$ cat src/rtl/mem_arb_pkg.sv
// Shared types and helpers for the I/D memory-port arbiter.
package mem_arb_pkg;

  typedef enum logic [1:0] {
    IDLE = 2'd0,
    ADDR = 2'd1,
    RESP = 2'd2,
    DONE = 2'd3
  } arbStateT;

  typedef enum logic {
    OWN_I = 1'b0,
    OWN_D = 1'b1
  } ownerT;

  localparam int MaxAddrW = 64;

  function automatic int beatBytes(int dataW);
    return dataW / 8;
  endfunction

  // Clears the byte-within-line bits of an address.
  function automatic logic [MaxAddrW-1:0] offsetMask(int lineBytes);
    return ~(MaxAddrW'(lineBytes) - MaxAddrW'(1));
  endfunction

endpackage

$ cat src/rtl/mem_arbiter_if.sv
// Cache-side and memory-side signals of the shared memory port.
interface mem_arbiter_if #(
  parameter int ADDR_W = 64,
  parameter int DATA_W = 64
);
  logic              ic_req;
  logic [ADDR_W-1:0] ic_addr;
  logic              ic_rvalid;
  logic [DATA_W-1:0] ic_rdata;
  logic              ic_done;

  logic              dc_req;
  logic              dc_we;
  logic [ADDR_W-1:0] dc_addr;
  logic [DATA_W-1:0] dc_wdata;
  logic              dc_wnext;
  logic              dc_rvalid;
  logic [DATA_W-1:0] dc_rdata;
  logic              dc_done;

  logic              mem_valid;
  logic              mem_ready;
  logic              mem_we;
  logic [ADDR_W-1:0] mem_addr;
  logic [DATA_W-1:0] mem_wdata;
  logic              mem_rvalid;
  logic [DATA_W-1:0] mem_rdata;

  logic              busy;

  modport slave (
    input  ic_req, ic_addr, dc_req, dc_we, dc_addr, dc_wdata,
           mem_ready, mem_rvalid, mem_rdata,
    output ic_rvalid, ic_rdata, ic_done, dc_wnext, dc_rvalid, dc_rdata, dc_done,
           mem_valid, mem_we, mem_addr, mem_wdata, busy
  );

  modport master (
    output ic_req, ic_addr, dc_req, dc_we, dc_addr, dc_wdata,
           mem_ready, mem_rvalid, mem_rdata,
    input  ic_rvalid, ic_rdata, ic_done, dc_wnext, dc_rvalid, dc_rdata, dc_done,
           mem_valid, mem_we, mem_addr, mem_wdata, busy
  );

endinterface

$ cat src/rtl/mem_arb_prio.sv
// D-priority grant with an anti-starvation counter that forces an I grant
// after STARVE_MAX consecutive D grants while I is waiting.
module mem_arb_prio #(
  parameter int STARVE_MAX = 4
) (
  input  logic clk,
  input  logic rst,
  input  logic arbEn,
  input  logic icReq,
  input  logic dcReq,
  output logic grantValid,
  output logic grantI
);

  localparam int StarveW = $clog2(STARVE_MAX + 1);
  localparam logic [StarveW-1:0] StarveCap = StarveW'(STARVE_MAX);

  logic [StarveW-1:0] starve;
  logic               forceI;
  logic               grantD;

  assign forceI     = icReq && (starve == StarveCap);
  assign grantI     = arbEn && icReq && (!dcReq || forceI);
  assign grantD     = arbEn && dcReq && !forceI;
  assign grantValid = grantI || grantD;

  // A D grant reaching the increment branch implies icReq is high.
  always_ff @(posedge clk) begin
    if (!rst) begin
      starve <= '0;
    end else if (grantI || (arbEn && !icReq)) begin
      starve <= '0;
    end else if (grantD && (starve != StarveCap)) begin
      starve <= starve + StarveW'(1);
    end
  end

endmodule

$ cat src/rtl/mem_arbiter.sv
// Shares one beat-serial memory port between I-cache refills and D-cache
// refills/writebacks; each request is a LINE_BEATS-beat burst.
module mem_arbiter
  import mem_arb_pkg::*;
#(
  parameter int ADDR_W     = 64,
  parameter int DATA_W     = 64,
  parameter int LINE_BEATS = 4,
  parameter int STARVE_MAX = 4
) (
  input logic          clk,
  input logic          rst,
  mem_arbiter_if.slave bus
);

  localparam int BeatBytes = beatBytes(DATA_W);
  localparam int BeatShift = $clog2(BeatBytes);
  localparam int LineBytes = LINE_BEATS * BeatBytes;
  localparam int BeatW     = $clog2(LINE_BEATS);
  localparam logic [ADDR_W-1:0] OffMask  = ADDR_W'(offsetMask(LineBytes));
  localparam logic [BeatW-1:0]  LastBeat = BeatW'(LINE_BEATS - 1);

  arbStateT          state;
  ownerT             owner;
  logic [BeatW-1:0]  beat;
  logic [ADDR_W-1:0] baseAddr;
  logic              weLatch;

  logic arbEn;
  logic grantValid;
  logic grantI;
  logic inAddr;
  logic accept;
  logic respHit;
  logic lastBeat;

  assign arbEn    = (state == IDLE);
  assign inAddr   = (state == ADDR);
  assign accept   = inAddr && bus.mem_ready;
  assign respHit  = (state == RESP) && bus.mem_rvalid;
  assign lastBeat = (beat == LastBeat);

  mem_arb_prio #(.STARVE_MAX(STARVE_MAX)) uPrio (
    .clk        (clk),
    .rst        (rst),
    .arbEn      (arbEn),
    .icReq      (bus.ic_req),
    .dcReq      (bus.dc_req),
    .grantValid (grantValid),
    .grantI     (grantI)
  );

  // NOTE: state is updated only with non-blocking assignments so every branch
  // reads the pre-edge values; reset is synchronous, sampled on the clock edge.
  always_ff @(posedge clk) begin
    if (!rst) begin
      state    <= IDLE;
      owner    <= OWN_D;
      beat     <= '0;
      baseAddr <= '0;
      weLatch  <= 1'b0;
    end else begin
      case (state)
        IDLE: begin
          if (grantValid) begin
            owner    <= grantI ? OWN_I : OWN_D;
            baseAddr <= (grantI ? bus.ic_addr : bus.dc_addr) & OffMask;
            weLatch  <= grantI ? 1'b0 : bus.dc_we;
            beat     <= '0;
            state    <= ADDR;
          end
        end
        ADDR: begin
          if (bus.mem_ready) begin
            if (!weLatch) begin
              state <= RESP;
            end else if (lastBeat) begin
              state <= DONE;
            end else begin
              beat <= beat + BeatW'(1);
            end
          end
        end
        RESP: begin
          if (bus.mem_rvalid) begin
            if (lastBeat) begin
              state <= DONE;
            end else begin
              beat  <= beat + BeatW'(1);
              state <= ADDR;
            end
          end
        end
        DONE: begin
          beat  <= '0;
          state <= IDLE;
        end
        default: state <= IDLE;
      endcase
    end
  end

  assign bus.mem_valid = inAddr;
  assign bus.mem_we    = inAddr && weLatch;
  assign bus.mem_addr  = baseAddr + (ADDR_W'(beat) << BeatShift);
  assign bus.mem_wdata = (inAddr && weLatch) ? bus.dc_wdata : '0;

  // Read data is a same-cycle pass-through, steered to the burst owner only.
  assign bus.ic_rvalid = respHit && (owner == OWN_I);
  assign bus.dc_rvalid = respHit && (owner == OWN_D);
  assign bus.ic_rdata  = bus.ic_rvalid ? bus.mem_rdata : '0;
  assign bus.dc_rdata  = bus.dc_rvalid ? bus.mem_rdata : '0;

  assign bus.dc_wnext = accept && weLatch && (owner == OWN_D);
  assign bus.ic_done  = (state == DONE) && (owner == OWN_I);
  assign bus.dc_done  = (state == DONE) && (owner == OWN_D);
  assign bus.busy     = (state != IDLE);

endmodule

$ cat src/flat_wrapper.sv
// flat-port wrapper written by rule: the top's interface ports become plain ports
module mem_arbiter_flat import mem_arb_pkg::*;
#(
  parameter int ADDR_W     = 64,
  parameter int DATA_W     = 64,
  parameter int LINE_BEATS = 4,
  parameter int STARVE_MAX = 4
)
  (clk, rst, bus_ic_req, bus_ic_addr, bus_dc_req, bus_dc_we, bus_dc_addr, bus_dc_wdata, bus_mem_ready, bus_mem_rvalid, bus_mem_rdata, bus_ic_rvalid, bus_ic_rdata, bus_ic_done, bus_dc_wnext, bus_dc_rvalid, bus_dc_rdata, bus_dc_done, bus_mem_valid, bus_mem_we, bus_mem_addr, bus_mem_wdata, bus_busy);
  mem_arbiter_if #(.ADDR_W(ADDR_W), .DATA_W(DATA_W)) bus_i ();
  input logic clk;
  input logic rst;
  input wire logic [$bits(bus_i.ic_req)-1:0] bus_ic_req;
  input wire logic [$bits(bus_i.ic_addr)-1:0] bus_ic_addr;
  input wire logic [$bits(bus_i.dc_req)-1:0] bus_dc_req;
  input wire logic [$bits(bus_i.dc_we)-1:0] bus_dc_we;
  input wire logic [$bits(bus_i.dc_addr)-1:0] bus_dc_addr;
  input wire logic [$bits(bus_i.dc_wdata)-1:0] bus_dc_wdata;
  input wire logic [$bits(bus_i.mem_ready)-1:0] bus_mem_ready;
  input wire logic [$bits(bus_i.mem_rvalid)-1:0] bus_mem_rvalid;
  input wire logic [$bits(bus_i.mem_rdata)-1:0] bus_mem_rdata;
  output wire logic [$bits(bus_i.ic_rvalid)-1:0] bus_ic_rvalid;
  output wire logic [$bits(bus_i.ic_rdata)-1:0] bus_ic_rdata;
  output wire logic [$bits(bus_i.ic_done)-1:0] bus_ic_done;
  output wire logic [$bits(bus_i.dc_wnext)-1:0] bus_dc_wnext;
  output wire logic [$bits(bus_i.dc_rvalid)-1:0] bus_dc_rvalid;
  output wire logic [$bits(bus_i.dc_rdata)-1:0] bus_dc_rdata;
  output wire logic [$bits(bus_i.dc_done)-1:0] bus_dc_done;
  output wire logic [$bits(bus_i.mem_valid)-1:0] bus_mem_valid;
  output wire logic [$bits(bus_i.mem_we)-1:0] bus_mem_we;
  output wire logic [$bits(bus_i.mem_addr)-1:0] bus_mem_addr;
  output wire logic [$bits(bus_i.mem_wdata)-1:0] bus_mem_wdata;
  output wire logic [$bits(bus_i.busy)-1:0] bus_busy;
  assign bus_i.ic_req = bus_ic_req;
  assign bus_i.ic_addr = bus_ic_addr;
  assign bus_i.dc_req = bus_dc_req;
  assign bus_i.dc_we = bus_dc_we;
  assign bus_i.dc_addr = bus_dc_addr;
  assign bus_i.dc_wdata = bus_dc_wdata;
  assign bus_i.mem_ready = bus_mem_ready;
  assign bus_i.mem_rvalid = bus_mem_rvalid;
  assign bus_i.mem_rdata = bus_mem_rdata;
  assign bus_ic_rvalid = bus_i.ic_rvalid;
  assign bus_ic_rdata = bus_i.ic_rdata;
  assign bus_ic_done = bus_i.ic_done;
  assign bus_dc_wnext = bus_i.dc_wnext;
  assign bus_dc_rvalid = bus_i.dc_rvalid;
  assign bus_dc_rdata = bus_i.dc_rdata;
  assign bus_dc_done = bus_i.dc_done;
  assign bus_mem_valid = bus_i.mem_valid;
  assign bus_mem_we = bus_i.mem_we;
  assign bus_mem_addr = bus_i.mem_addr;
  assign bus_mem_wdata = bus_i.mem_wdata;
  assign bus_busy = bus_i.busy;
  mem_arbiter #(.ADDR_W(ADDR_W), .DATA_W(DATA_W), .LINE_BEATS(LINE_BEATS), .STARVE_MAX(STARVE_MAX)) u_core (.clk(clk), .rst(rst), .bus(bus_i));
endmodule
$ cat config.mk
export PLATFORM = sky130hd
export DESIGN_NAME = mem_arbiter_flat
export DESIGN_NICKNAME = d
export VERILOG_FILES = /design/src/rtl/mem_arb_pkg.sv /design/src/rtl/mem_arbiter_if.sv /design/src/rtl/mem_arb_prio.sv /design/src/rtl/mem_arbiter.sv /design/src/flat_wrapper.sv
export SDC_FILE = /design/constraint.sdc
export NUM_CORES = 1
export LEC_CHECK = 0
export ABC_CLOCK_PERIOD_IN_PS = 1600
export CAP_MARGIN = 20
export CORE_AREA = 2 2 202 204
export CTS_CLUSTER_SIZE = 30
export DETAILED_ROUTE_END_ITERATION = 8
export DIE_AREA = 0 0 204 206
export PLACE_DENSITY = 0.48
export SYNTH_ARGS = -nofsm -noshare
export SYNTH_HDL_FRONTEND = slang
export SYNTH_SLANG_ARGS = --single-unit
$ cat constraint.sdc
create_clock -name clk -period 1.6 [get_ports clk]
set_input_delay 0.32 -clock clk [delete_from_list [all_inputs] [get_ports clk]]
set_output_delay 0.32 -clock clk [all_outputs]
set_load 0.02 [all_outputs]
==> flow_summary_export.csv <==
group,metric,value,unit
pwr,switching_power,6.046,mW
logic_synthesis,synth-edff-count,0,
placement,dp_slack,-836.7,ps
logic_synthesis,synth_compound_area_share,9.425,%
clock_tree,clkLatencyLatePin,350,ps
clock_tree,cts_max_level,3,
pwr,p_per_area,1044,nW/um^2
pwr,pwr-share-comb,68.9,%
critical_path,crit_start,"u_core.state[0]",
layout,multi_input_area,4304,sq um
timing,hold_violations,0,
logic_synthesis,async_flop_share,0,%
timing,grt_setup_unrepaired,"true",
pwr,power.leakage,6.604,nW
drt,wl_met2,20590,um
critical_path,regToRegStartpoint,"u_core.state[1]",
timing,hold_slack,388.2,ps
grt,gr-total-overflow,0,
logic_synthesis,synth_top_family_by_area,"simple AND/OR/NAND/NOR gates",
logic_synthesis,synth_top_area_cell,"dfxtp_1",
placement,place_congestion,0.8729,
timing,period_needed,2095,ps
critical_path,end_kind,"output port",
timing,setup_viol,264,
clock_tree,clk_pin_slew,60,ps
layout,drive_above_1_share,56.45,%
logic_synthesis,synthXorXnorAreaFrac,0,%
clock_tree,cts_tree,"built",
logic_synthesis,netlist_area,4394,sq um
timing,max_freq,477.4,MHz
drt,met1_length,13640,um
layout,syn2layout_area_growth,225.7,%
timing,slew_headroom,57.46,%
pwr,ir_drop,877.9,uV
grt,grt_pass1_vias,6539,
timing,post-route-period-util,130.9,%
grt,grt_max_degree,43,
die,io-pin-count,527,
critical_path,path_cells,"inv_2, ha_4, and3_4, buf_12, buf_16, buf_6, and2_4, buf_6",
timing,skew,5.699,ps
critical_path,crit_top_cell,"buf_6",
timing,maxSlewViolCount,0,
clock_tree,clock_path_buffers,2,
logic_synthesis,synthDistinctLibCells,33,
drt,via_per_inst,4.027,
logic_synthesis,syn_inst,627,
logic_synthesis,syn_area_per_cell,7.008,sq um
clock_tree,cts_num_sinks,68,
drt,dr_wl_met3,2562,um
logic_synthesis,yosys_most_used_dff,"dfxtp_1",
die,rows,74,
pwr,switching_share,40.48,%
hold_path,min-delay-start,"rst",
critical_path,max_stage_delay,330,ps
pwr,p_int,8.891,mW
status,status,"finished with violations",
clock_tree,cts-root-buf,"clkbuf_16",
clock_tree,cts_buffers,9,
pwr,clkPwrFrac,13.7,%
die,start_util,10.94,%
drt,vias,7060,
drt,routed.top_layer,"met5",
timing,worstMarginPinSlew,635.7,ps
logic_synthesis,synthSimpleGateAreaFrac,49.57,%
grt,antenna_found_initial,12,
status,violations,"setup timing",
die,die-area,42020,sq um
die,core_area,40180,sq um
critical_path,worstPathArrival,1770,ps
grt,grt_pass1_wl,45320,um
placement,portBuffers,513,
drt,drtAntennaViolNets,0,
critical_path,cp_num_buf_inv,5,
hold_path,hold_class,"primary input to register",
clock_tree,cts.hold.buffers_added,0,
critical_path,worst_path_max_delay_cell,"dfxtp_2",
drt,drc,0,
grt,grtUsageTotal,14.81,%
placement,dpl.hpwl,25560,um
pwr,power,14.94,mW
logic_synthesis,synth_top_cell_area_share,30.98,%
logic_synthesis,synth_mux_area_share,0.7118,%
critical_path,critical_path_class,"register to output port",
critical_path,crit_fanout,7,
drt,avgRoutedWirePerCell,21.53,um
flow_run,maxCapViolCount,0,
logic_synthesis,synth_seq_cells,68,
layout,final_core_util,35.62,%
logic_synthesis,seq_area_frac_synth,30.98,%
die,die_w,204,um
timing,worst_slack,-494.8,ps
drt,first_pass_iters,4,
die,die_y,206,um
logic_synthesis,synth-adder-area-share,2.278,%
logic_synthesis,synth.top_cells.by_area,"dfxtp_1 (31%), and2_1 (19%), nor3_1 (13%)",
critical_path,crit_required,1280,ps
logic_synthesis,ys_warn_count,0,
pwr,seqPwrFrac,17.5,%
critical_path,crit_family,"buffers and inverters",
drt,first_iter_violations,262,
layout,nNetsFinal,1484,
layout,nFillCells,4064,
layout,seqCellArea,1368,sq um
drt,wirelength,37740,um
critical_path,start_kind,"register",
==> metal layers <==
layer | up-vias | track usage, %
li1 | 3313 | -
met1 | 3347 | 15.92
met2 | 334 | 28.33
met3 | 60 | 4.037
met4 | 6 | 3.908
met5 | - | 0
==> sequential cells by signal (all words and copies together) (netlist names) <==
register / count
u_core.state: 2
u_core.weLatch: 1
u_core.owner: 1
u_core.beat: 2
u_core.uPrio.starve: 3
u_core.baseAddr: 59
==> cell families after synthesis <==
| family | Yosys count |
|---|---|
| and+or+nand+nor | 400 |
| AOI/OAI and AO/OA | 75 |
| buffers and inverters | 72 |
| DFF | 68 |
| adders and majority gates | 8 |
| muxes | 3 |
| other | 1 |
==> timing repair <==
item | 4_1_cts | 5_1_grt
pin swaps | 10 | 80
gates cloned | 13 | 32
gates resized for setup | 1069 | 477
endpoints found under the setup margin | 327 | 326
buffers inserted | 23 | 19
==> final timing paths <==
path	to	slack [ps]	cells after the start
setup / recovery	bus_dc_rdata[5]	-490	8
hold reg to reg	u_core.beat[1]	490	2
hold / removal	u_core.baseAddr[44]	390	3
setup reg to reg	u_core.beat[1]	-200	8
==> Yosys cell counts, types with 4 or more instances <==
library cell and count:
and2_1 131, nor3_1 118, dfxtp_1 68, and3_1 66, nor2_1 63, o21ai_0 60
clkbuf_1 45, buf_2 15, nand2_1 9, ha_1 8, inv_1 7, a21oi_1 5
buf_4 4
==> power by group through the flow <==
stage                     Combinational [mW]  Clock (mW)  Sequential (mW)
after floorplan                         2.36           0             3.26
after detailed placement                6.58           0             2.62
after global placement                  6.58           0             2.60
after global routing                    10.8        2.15             2.67
after CTS                               7.51        2.11             2.61
final                                   10.3        2.05             2.61
==> cell type report <==
class	count	area share (%)
clock inverters	2	0.2448
multi-input cells	491	30.07
well taps	532	4.651
repair buffers	636	53.44
diodes	4	0.06994
inverters	7	0.2186
flip-flops and latches	68	9.555
clock buffers	13	1.748
==> cell usage in the layout (no fill, tap or decap), drive strengths merged, types with 3 or more instances in the layout <==
cell,Yosys,layout
nor2b,3,3
and3,66,66
nor2,64,64
dlymetal6s2s,0,62
nor3,118,118
dfxtp,68,68
buf,19,301
ha,8,8
conb,1,3
o21ai,61,62
nand2,9,9
clkbuf,46,36
a21oi,6,6
diode,0,4
clkdlybuf4s50,0,250
inv,7,7
and2,131,131
nand3,3,3
==> worst reg2reg max path, delay by kind of cell (launching register included) <==
family,cells,cell delay [ps]
compound gates,2,540
mux,1,230
buf+inv,4,410
fa+ha+maj,1,190
flops,1,360
==> through the flow <==
step	instance area [sq um]	setup TNS [ps]	std cells
2_1_floorplan	4736	-4323	629
3_3_place_gp	10700	-146210	1652
3_5_place_dp	10700	-148730	1652
4_1_cts	11710	-95390	1703
5_1_grt	14310	-102660	1752
6_report	14310	-83730	1753
No activity file was read; power rests on OpenSTA's default activity.
